`config.mk`:
```
export PLATFORM = sky130hd
export DESIGN_NAME = move_sequencer
export DESIGN_NICKNAME = d
export VERILOG_FILES = /design/src/rtl/move_sequencer.sv
export SDC_FILE = /design/constraint.sdc
export NUM_CORES = 1
export LEC_CHECK = 0
export BUFFER_PORTS_ARGS = -buffer_cell sky130_fd_sc_hd__buf_4
export CORE_MARGIN = 1.5
export CORE_UTILIZATION = 62
export DETAILED_ROUTE_END_ITERATION = 10
export GPL_TIMING_DRIVEN = 0
export PLACE_DENSITY = 0.91
export SYNTH_ARGS = -nofsm -noshare
export SYNTH_HDL_FRONTEND = slang
export SYNTH_SLANG_ARGS = --single-unit
export TNS_END_PERCENT = 5
```
`constraint.sdc`:
```
create_clock -name clk_i -period 9.63 [get_ports clk_i]
set_input_delay 1.926 -clock clk_i [delete_from_list [all_inputs] [get_ports clk_i]]
set_output_delay 1.926 -clock clk_i [all_outputs]
set_load 0.1 [all_outputs]
```
`src/rtl/move_sequencer.sv`:
```
// Move sequencer: the single controller for the 4x4 node array.
// It accepts a move command and seeds the ready wave into the wall-side
// nodes, then collects per-lane completion from the far-end nodes.
// After each move it spawns a tile through the preset path. It also
// tallies merge pulses and detects game over.
//
// state    | meaning
// ---------+--------------------------------------------------------------
// S_IDLE   | waiting for a move command (move_ready_o high)
// S_LAUNCH | ready_seed_o drives the latched direction for one cycle
// S_WAIT   | collecting lane_end_i until all four lanes report or timeout
// S_SPAWN  | pick an empty cell from the LFSR start point, issue preset
// S_SETTLE | let the preset land on cell_values_i
// S_CHECK  | game-over test on cell_movable_i
// S_OVER   | terminal, only rst_i leaves
module move_sequencer #(
   parameter int unsigned TIMEOUT_CYCLES = 64,
   parameter logic [15:0] LFSR_SEED      = 16'hACE1,
   parameter logic [3:0]  FOUR_THRESH    = 4'd1
) (
   input  logic        clk_i,
   input  logic        rst_i,
   input  logic        move_valid_i,
   input  logic [3:0]  move_dir_i,
   output logic        move_ready_o,
   output logic [3:0]  ready_seed_o,
   input  logic [3:0]  lane_end_i,
   input  logic [63:0] cell_values_i,
   input  logic [31:0] cell_movable_i,
   input  logic [15:0] node_score_i,
   output logic        preset_ext_o,
   output logic [3:0]  preset_index_o,
   output logic [3:0]  preset_value_o,
   output logic [15:0] merge_count_o,
   output logic        busy_o,
   output logic        game_over_o,
   output logic        timeout_err_o
);

   localparam int TW = (TIMEOUT_CYCLES > 1) ? $clog2(TIMEOUT_CYCLES) : 1;
   localparam logic [TW-1:0] TIMER_LOAD = TW'(TIMEOUT_CYCLES - 1);

   typedef enum logic [2:0] {
      S_IDLE,
      S_LAUNCH,
      S_WAIT,
      S_SPAWN,
      S_SETTLE,
      S_CHECK,
      S_OVER
   } state_t;

   state_t        state_q, state_d;
   logic [3:0]    dir_q, dir_d;
   logic [63:0]   snap_q, snap_d;
   logic [3:0]    lane_done_q, lane_done_d;
   logic [TW-1:0] timer_q, timer_d;
   logic [1:0]    init_left_q, init_left_d;
   logic [15:0]   lfsr_q, lfsr_d;
   logic          preset_ext_q, preset_ext_d;
   logic [3:0]    preset_index_q, preset_index_d;
   logic [3:0]    preset_value_q, preset_value_d;
   logic [15:0]   merge_q, merge_d;
   logic          game_over_q, game_over_d;
   logic          timeout_q, timeout_d;

   logic          dir_onehot;
   logic [3:0]    lane_all;
   logic          hit;
   logic [3:0]    hit_idx;
   logic [3:0]    scan_idx;
   logic [4:0]    score_pop;
   logic [16:0]   merge_sum;

   assign dir_onehot = (move_dir_i != 4'd0) &&
                       ((move_dir_i & (move_dir_i - 4'd1)) == 4'd0);
   assign lane_all   = lane_done_q | lane_end_i;

   // First empty cell found by walking upward (mod 16) from the LFSR low nibble.
   always_comb begin
      hit      = 1'b0;
      hit_idx  = 4'd0;
      scan_idx = 4'd0;
      for (int k = 0; k < 16; k++) begin
         scan_idx = lfsr_q[3:0] + 4'(k);
         if (!hit && (cell_values_i[{scan_idx, 2'b00} +: 4] == 4'd0)) begin
            hit     = 1'b1;
            hit_idx = scan_idx;
         end
      end
   end

   // Free-running LFSR and saturating merge tally, active in every state.
   always_comb begin
      lfsr_d    = {1'b0, lfsr_q[15:1]} ^ (lfsr_q[0] ? 16'hB400 : 16'h0000);
      score_pop = 5'd0;
      for (int b = 0; b < 16; b++) begin
         score_pop = score_pop + {4'd0, node_score_i[b]};
      end
      merge_sum = {1'b0, merge_q} + {12'd0, score_pop};
      merge_d   = merge_sum[16] ? 16'hFFFF : merge_sum[15:0];
   end

   // Next-state and datapath updates for the sequencing FSM.
   always_comb begin
      state_d        = state_q;
      dir_d          = dir_q;
      snap_d         = snap_q;
      lane_done_d    = lane_done_q;
      timer_d        = timer_q;
      init_left_d    = init_left_q;
      preset_ext_d   = 1'b0;
      preset_index_d = 4'd0;
      preset_value_d = 4'd0;
      game_over_d    = game_over_q;
      timeout_d      = timeout_q;
      case (state_q)
         S_IDLE: begin
            if (move_valid_i && dir_onehot) begin
               dir_d       = move_dir_i;
               snap_d      = cell_values_i;
               lane_done_d = 4'd0;
               state_d     = S_LAUNCH;
            end
         end
         S_LAUNCH: begin
            timer_d = TIMER_LOAD;
            state_d = S_WAIT;
         end
         S_WAIT: begin
            lane_done_d = lane_all;
            if (lane_all == 4'hF) begin
               state_d = S_SPAWN;
            end else if (timer_q == '0) begin
               timeout_d = 1'b1;
               state_d   = S_SPAWN;
            end else begin
               timer_d = timer_q - 1'b1;
            end
         end
         S_SPAWN: begin
            // A move that changed nothing earns no new tile.
            if (!((init_left_q == 2'd0) && (cell_values_i == snap_q)) && hit) begin
               preset_ext_d   = 1'b1;
               preset_index_d = hit_idx;
               preset_value_d = (lfsr_q[7:4] < FOUR_THRESH) ? 4'd2 : 4'd1;
            end
            state_d = S_SETTLE;
         end
         S_SETTLE: begin
            if (init_left_q != 2'd0) begin
               init_left_d = init_left_q - 2'd1;
               state_d     = (init_left_q == 2'd1) ? S_IDLE : S_SPAWN;
            end else begin
               state_d = S_CHECK;
            end
         end
         S_CHECK: begin
            if (cell_movable_i == 32'd0) begin
               game_over_d = 1'b1;
               state_d     = S_OVER;
            end else begin
               state_d = S_IDLE;
            end
         end
         S_OVER: state_d = S_OVER;
         default: state_d = S_IDLE;
      endcase
   end

   // State and datapath registers; reset restarts the initial two-tile spawn.
   always_ff @(posedge clk_i) begin
      if (rst_i) begin
         state_q        <= S_SPAWN;
         dir_q          <= 4'd0;
         snap_q         <= 64'd0;
         lane_done_q    <= 4'd0;
         timer_q        <= '0;
         init_left_q    <= 2'd2;
         lfsr_q         <= LFSR_SEED;
         preset_ext_q   <= 1'b0;
         preset_index_q <= 4'd0;
         preset_value_q <= 4'd0;
         merge_q        <= 16'd0;
         game_over_q    <= 1'b0;
         timeout_q      <= 1'b0;
      end else begin
         state_q        <= state_d;
         dir_q          <= dir_d;
         snap_q         <= snap_d;
         lane_done_q    <= lane_done_d;
         timer_q        <= timer_d;
         init_left_q    <= init_left_d;
         lfsr_q         <= lfsr_d;
         preset_ext_q   <= preset_ext_d;
         preset_index_q <= preset_index_d;
         preset_value_q <= preset_value_d;
         merge_q        <= merge_d;
         game_over_q    <= game_over_d;
         timeout_q      <= timeout_d;
      end
   end

   assign move_ready_o   = (state_q == S_IDLE);
   assign ready_seed_o   = (state_q == S_LAUNCH) ? dir_q : 4'd0;
   assign busy_o         = (state_q != S_IDLE) && (state_q != S_OVER);
   assign preset_ext_o   = preset_ext_q;
   assign preset_index_o = preset_index_q;
   assign preset_value_o = preset_value_q;
   assign merge_count_o  = merge_q;
   assign game_over_o    = game_over_q;
   assign timeout_err_o  = timeout_q;

endmodule

```
==> impl_metrics.json, run 1 <==
{
  "die_w_um": 122,
  "yosys-top-cells-count": "nand2_1 (170), dfxtp_1 (124), a21oi_1 (112), nor2_1 (68), xor2_1 (47)",
  "p_leak_nw": 4.16,
  "insertedDiodeCount": 0,
  "area_growth_pct": 23.0,
  "gp_congestion": 1.04,
  "path_cells": "buf_4, fa_1, inv_1, fa_1, fa_1, fa_1, inv_1, fa_1, fa_1, a21oi_1, nor2_1, nor2_1, nor2b_1, o21ai_0, nor3_1, nand2_1, clkbuf_1, a21oi_1",
  "holdPathStages": 1,
  "critical_path.max_stage_delay_ns": 0.54,
  "finalSetupTns_ns": 0,
  "htree_levels": 4,
  "finalWirelength_um": 28600,
  "die_area_mm2": 0.0149,
  "routedWlPerCell_um": 20.1,
  "die_y_um": 122,
  "critPathBufInv": 4,
  "power-per-cell-area_mw_per_mm2": 198,
  "fin_skew_ns": 0.00903,
  "cts-buffers-inserted": 17,
  "setup_ws_ns": 3.20,
  "synth_edf_count": 0,
  "vias": 9255,
  "worstPathMaxFanout": 10,
  "crit_slowest_cell": "fa_1",
  "drtIter0Drc": 1146,
  "yosysMostFrequentCell": "nand2_1",
  "grt_start_max_net_pins": 17,
  "cp.arrival_ns": 6.72,
  "start_kind": "input port",
  "status": "complete, no violations",
  "critPathKind": "in2reg",
  "drc": 0,
  "cts-resized-gates": 0,
  "tritoncts": "done",
  "place_area_mm2": 0.0101,
  "fin_nets": 1385,
  "fmax_ghz": 0.156,
  "boundaryPins": 156,
  "synth.largest_area_cell": "dfxtp_1",
  "crit_cells": 18,
  "synth.area.top_cells": "dfxtp_1 (28%), nand2_1 (7.3%), a21oi_1 (6.4%), mux4_2 (5.1%), xor2_1 (4.7%)",
  "min_period_ns": 6.43,
  "grt_usage_pct": 39.1,
  "ant_nets": 0,
  "design_area_mm2": 0.0108,
  "ys_seq_elements": 124,
  "synth_cells": 1058,
  "crit_top_cell": "fa_1",
  "finalMaxSlewViolations": 0,
  "post-dp-hpwl_um": 21500,
  "finalCritPeriodShare_pct": 66.7,
  "io_buffers": 152,
  "cp.required_ns": 9.92,
  "relSlewSlack_pct": 47.4,
  "grt_pass1_vias": 8739,
  "worst_pin_slew_ns": 0.783,
  "synth_top_area_share_pct": 28.3,
  "rows": 43,
  "clk_latency_ns": 0.43,
  "cts_setup_buffers": 0,
  "cts-root-buf": "clkbuf_16",
  "async_reset_ff_share_pct": 0,
  "path_delay_family": "adder cells",
  "cts.sinks": 124,
  "post_drt_via_cell_ratio": 6.50,
  "final_hold_viol_count": 0,
  "hold_buffers": 0,
  "antenna_found_initial": 0,
  "dr.pass1.iters": 5,
  "coreArea_mm2": 0.0138,
  "gr-total-overflow": 0,
  "cap_violations": 0,
  "ff2ff_path_depth": 16,
  "ys_types": 101,
  "seq_area_frac_synth_pct": 28.3,
  "ys_warn_count": 0,
  "avgSynthCellArea_um2": 8.29,
  "synth-main-ff-cell": "dfxtp_1",
  "rsz0062_at_grt": "false",
  "final_util_pct": 78.0,
  "min_path_type": "reg2reg",
  "dpl_worst_slack_ns": 2.77,
  "clockBufferDepth": 2,
  "setup_viol": 0,
  "grt_pass1_wl_um": 44800,
  "start_util_pct": 63.4,
  "vdd_ir_drop_max_uv": 301,
  "cp-end-kind": "register",
  "drive_gt1_share_pct": 22.8,
  "syn_area_mm2": 0.00877,
  "clkTransAtPathRegs_ns": 0.06
}
-- cell type report --
type | instances | area, um2
multi-input cells | 836 | 5800
fillers | 901 | 3040
flip-flops and latches | 124 | 2480
repair buffers | 152 | 1140
clock buffers | 18 | 439
plain buffers | 56 | 332
well taps | 180 | 225
clock inverters | 14 | 206
inverters | 43 | 161
-- power breakdown --
part | switching (mW) | leakage (nW) | internal, mW
Clock | 0.260 | 0.312 | 0.446
Combinational | 0.525 | 2.84 | 0.313
Sequential | 0.0322 | 1.01 | 0.564
Total | 0.817 | 4.16 | 1.32
-- worst paths after layout --
kind                                                  start                          end  slack [ns]
worst max-delay path                        node_score_i[0]  merge_count_o[9]$_SDFF_PP0_        3.20
worst min-delay path                  lfsr_q[12]$_SDFF_PP0_        lfsr_q[11]$_SDFF_PP1_        0.42
worst max register to register  merge_count_o[0]$_SDFF_PP0_  merge_count_o[9]$_SDFF_PP0_        4.98
worst min register to register        lfsr_q[12]$_SDFF_PP0_        lfsr_q[11]$_SDFF_PP1_        0.42
-- registers in the layout (all words and copies together), names as in the netlist --
register,cells
lane_done_q,4
preset_index_o,4
dir_q,4
lfsr_q,16
preset_ext_o,1
state_q,3
snap_q,64
game_over_o,1
timeout_err_o,1
preset_value_o,2
init_left_q,2
merge_count_o,16
timer_q,6
-- kinds of logic after synthesis --
group,count (synthesis),share of synthesized area [%]
other,1,0.0428
DFF,124,28.3
buffers and inverters,99,5.62
AOI/OAI and AO/OA,248,19.2
muxes,33,6.88
adders and majority gates,32,5.59
and+or+nand+nor,435,25.6
xor gates and xnor gates,86,8.76
-- metal layers --
layer / share of wire, % / track usage, % / up-vias
li1: - / - / 4131
met1: 38 / 48.7 / 4369
met2: 46 / 62.7 / 631
met3: 11 / 10.3 / 124
met4: 4.8 / 19.7 / 0
met5: 0 / 0 / -
-- cells in the final DEF, fill, tap and decap left out, types with 5 or more instances in the layout --
cell type | Yosys | routed
nand2_1 | 170 | 170
buf_4 | 6 | 158
dfxtp_1 | 124 | 124
a21oi_1 | 112 | 112
nor2_1 | 68 | 68
xor2_1 | 47 | 47
inv_1 | 41 | 41
xnor2_1 | 37 | 37
clkbuf_1 | 32 | 32
nor3_1 | 31 | 31
nor4_1 | 29 | 29
o21ai_0 | 24 | 24
mux4_2 | 20 | 20
ha_1 | 20 | 20
nor2b_1 | 19 | 19
clkbuf_16 | 0 | 17
nand3_1 | 15 | 15
and2_1 | 13 | 13
o22ai_1 | 12 | 12
or4_1 | 12 | 12
a22oi_1 | 12 | 12
fa_1 | 12 | 12
nand2b_1 | 10 | 10
nand4_1 | 10 | 10
or2_2 | 10 | 10
a211oi_1 | 8 | 8
mux2i_1 | 7 | 7
buf_6 | 6 | 6
nor3b_1 | 6 | 6
o21bai_1 | 5 | 5
nor4b_1 | 5 | 5
buf_1 | 5 | 5
o31ai_1 | 5 | 5
mux2_2 | 5 | 5
o2111ai_1 | 5 | 5
-- stage by stage --
step	total power [mW]	hold slack, ns	std cells
after global placement	1.39	0.393	1391
after global routing	2.24	0.421	1423
final	2.14	0.416	1423
after CTS	2.13	0.419	1423
after detailed placement	1.42	0.401	1391
after floorplan	1.21	0.389	1059
Power figures use the tool's default switching activity.
==> run 2: changes to the inputs <==
Settings changed: CORE_UTILIZATION 62 to 57, PLACE_DENSITY 0.91 to 0.85.
Clock period 9.63 ns to 6.1 ns, I/O delays scaled along.
==> impl_metrics.json, run 2 (synthesized netlist as in run 1, its figures left out) <==
{
  "cts-root-buf": "clkbuf_16",
  "rows": 45,
  "critPathKind": "in2reg",
  "cp.arrival_ns": 5.89,
  "cts-resized-gates": 0,
  "start_util_pct": 58.1,
  "io_buffers": 152,
  "die_w_um": 127,
  "routedWlPerCell_um": 19.5,
  "finalWirelength_um": 27800,
  "min_path_type": "reg2reg",
  "layout_commonest_cell": "nand2_1",
  "drtIter0Drc": 832,
  "startpoint": "node_score_i[0]",
  "cp-endpoint": "merge_count_o[13]$_SDFF_PP0_",
  "fin_nets": 1384,
  "r2r-end": "merge_count_o[13]$_SDFF_PP0_",
  "post_drt_via_cell_ratio": 6.27,
  "finalCritPeriodShare_pct": 91.9,
  "power_mw": 3.34,
  "ant_nets": 0,
  "p_leak_nw": 4.15,
  "dp_cells": 1399,
  "finalMaxSlewViolations": 0,
  "grt_pass1_wl_um": 44500,
  "setup_viol": 0,
  "critical_path.max_stage_delay_ns": 0.52,
  "coreArea_mm2": 0.0151,
  "crit_slowest_cell": "fa_1",
  "hold_buffers": 0,
  "grt_start_max_net_pins": 17,
  "die_y_um": 127,
  "gr-total-overflow": 0,
  "relSlewSlack_pct": 46.2,
  "instances_no_fill": 1430,
  "drc": 0,
  "path_cells": "buf_4, fa_1, inv_1, fa_1, fa_1, fa_1, inv_1, fa_1, fa_1, a21oi_1, nor2_1, nor2_1, nor2b_1, o21ai_0, nor3_1, nand2_1, a21oi_1",
  "power-per-cell-area_mw_per_mm2": 310,
  "cap_violations": 0,
  "post-dp-hpwl_um": 21100,
  "vdd_ir_drop_max_uv": 240,
  "cp-end-kind": "register",
  "clockBufferDepth": 2,
  "antenna_found_initial": 0,
  "cp.required_ns": 6.38,
  "final_hold_viol_count": 0,
  "status": "complete, no violations",
  "area_growth_pct": 22.8,
  "tritoncts": "done",
  "grt_usage_pct": 35.4,
  "r2r_setup_slack_ns": 1.55,
  "path_delay_family": "adder cells",
  "die_area_mm2": 0.0161,
  "cts_setup_buffers": 0,
  "crit_top_cell": "fa_1",
  "worst_pin_slew_ns": 0.806,
  "drive_gt1_share_pct": 22.9,
  "start_kind": "input port",
  "largest_reg_flops": 64,
  "rsz0062_at_grt": "false",
  "htree_levels": 4,
  "crit_cells": 17,
  "vias": 8959,
  "top_register": "snap_q",
  "worstPathMaxFanout": 13,
  "cts-buffers-inserted": 17,
  "fmax_ghz": 0.178,
  "most-common-layout-cells": "nand2_1 (170), buf_4 (158), dfxtp_1 (124)",
  "dpl_worst_slack_ns": -0.0308,
  "clkTransAtPathRegs_ns": 0.06,
  "ff2ff_path_depth": 15,
  "gp_congestion": 0.960,
  "cts.sinks": 124,
  "clk_latency_ns": 0.43,
  "fin_skew_ns": 0.0213,
  "grt_pass1_vias": 8753,
  "min_period_ns": 5.61,
  "insertedDiodeCount": 0,
  "rr_startpoint": "merge_count_o[0]$_SDFF_PP0_",
  "critPathBufInv": 3,
  "dr.pass1.iters": 8,
  "boundaryPins": 156,
  "setup_ws_ns": 0.491
}
## run 2: cell type report
type,count,area [um2]
multi-input cells,836,5800
fillers,1175,4320
flip-flops and latches,124,2480
repair buffers,152,1140
clock buffers,17,425
plain buffers,55,328
well taps,188,235
clock inverters,15,201
inverters,43,161
## run 2: where the power goes
group | switching, mW | total (mW) | internal (mW)
sequential | 0.0496 | 0.940 | 0.890
clock | 0.424 | 1.08 | 0.658
combinational | 0.825 | 1.32 | 0.493
## run 2: how the worst min path moves through the flow
stage / cells after the start / start / end / slack (ns)
after floorplan: 1 / lfsr_q[12]$_SDFF_PP0_ / lfsr_q[11]$_SDFF_PP1_ / 0.39
after global placement: 1 / lfsr_q[8]$_SDFF_PP0_ / lfsr_q[7]$_SDFF_PP1_ / 0.39
after detailed placement: 1 / lfsr_q[12]$_SDFF_PP0_ / lfsr_q[11]$_SDFF_PP1_ / 0.40
after CTS: 1 / lfsr_q[8]$_SDFF_PP0_ / lfsr_q[7]$_SDFF_PP1_ / 0.43
after global routing: 1 / lfsr_q[12]$_SDFF_PP0_ / lfsr_q[11]$_SDFF_PP1_ / 0.45
final: 1 / lfsr_q[8]$_SDFF_PP0_ / lfsr_q[7]$_SDFF_PP1_ / 0.42
## run 2: routing by layer
layer	global-route usage [%]	up-vias	routed length, um
met5	0	-	0
met4	16.6	0	1250
met3	8.33	105	2740
met2	57.9	509	12900
met1	44.5	4231	10900
li1	-	4114	-
## run 2: metrics by stage
step                instance area [um2]  util (%)  hold slack [ns]  setup TNS (ns)
floorplan                          8770         -            0.389               0
global placement                  10200      67.3            0.394               0
detailed placement                10200      67.3            0.403         -0.0725
CTS                               10800      71.4            0.428               0
global route                      10800      71.4            0.453               0
finish                            10800      71.4            0.424               0
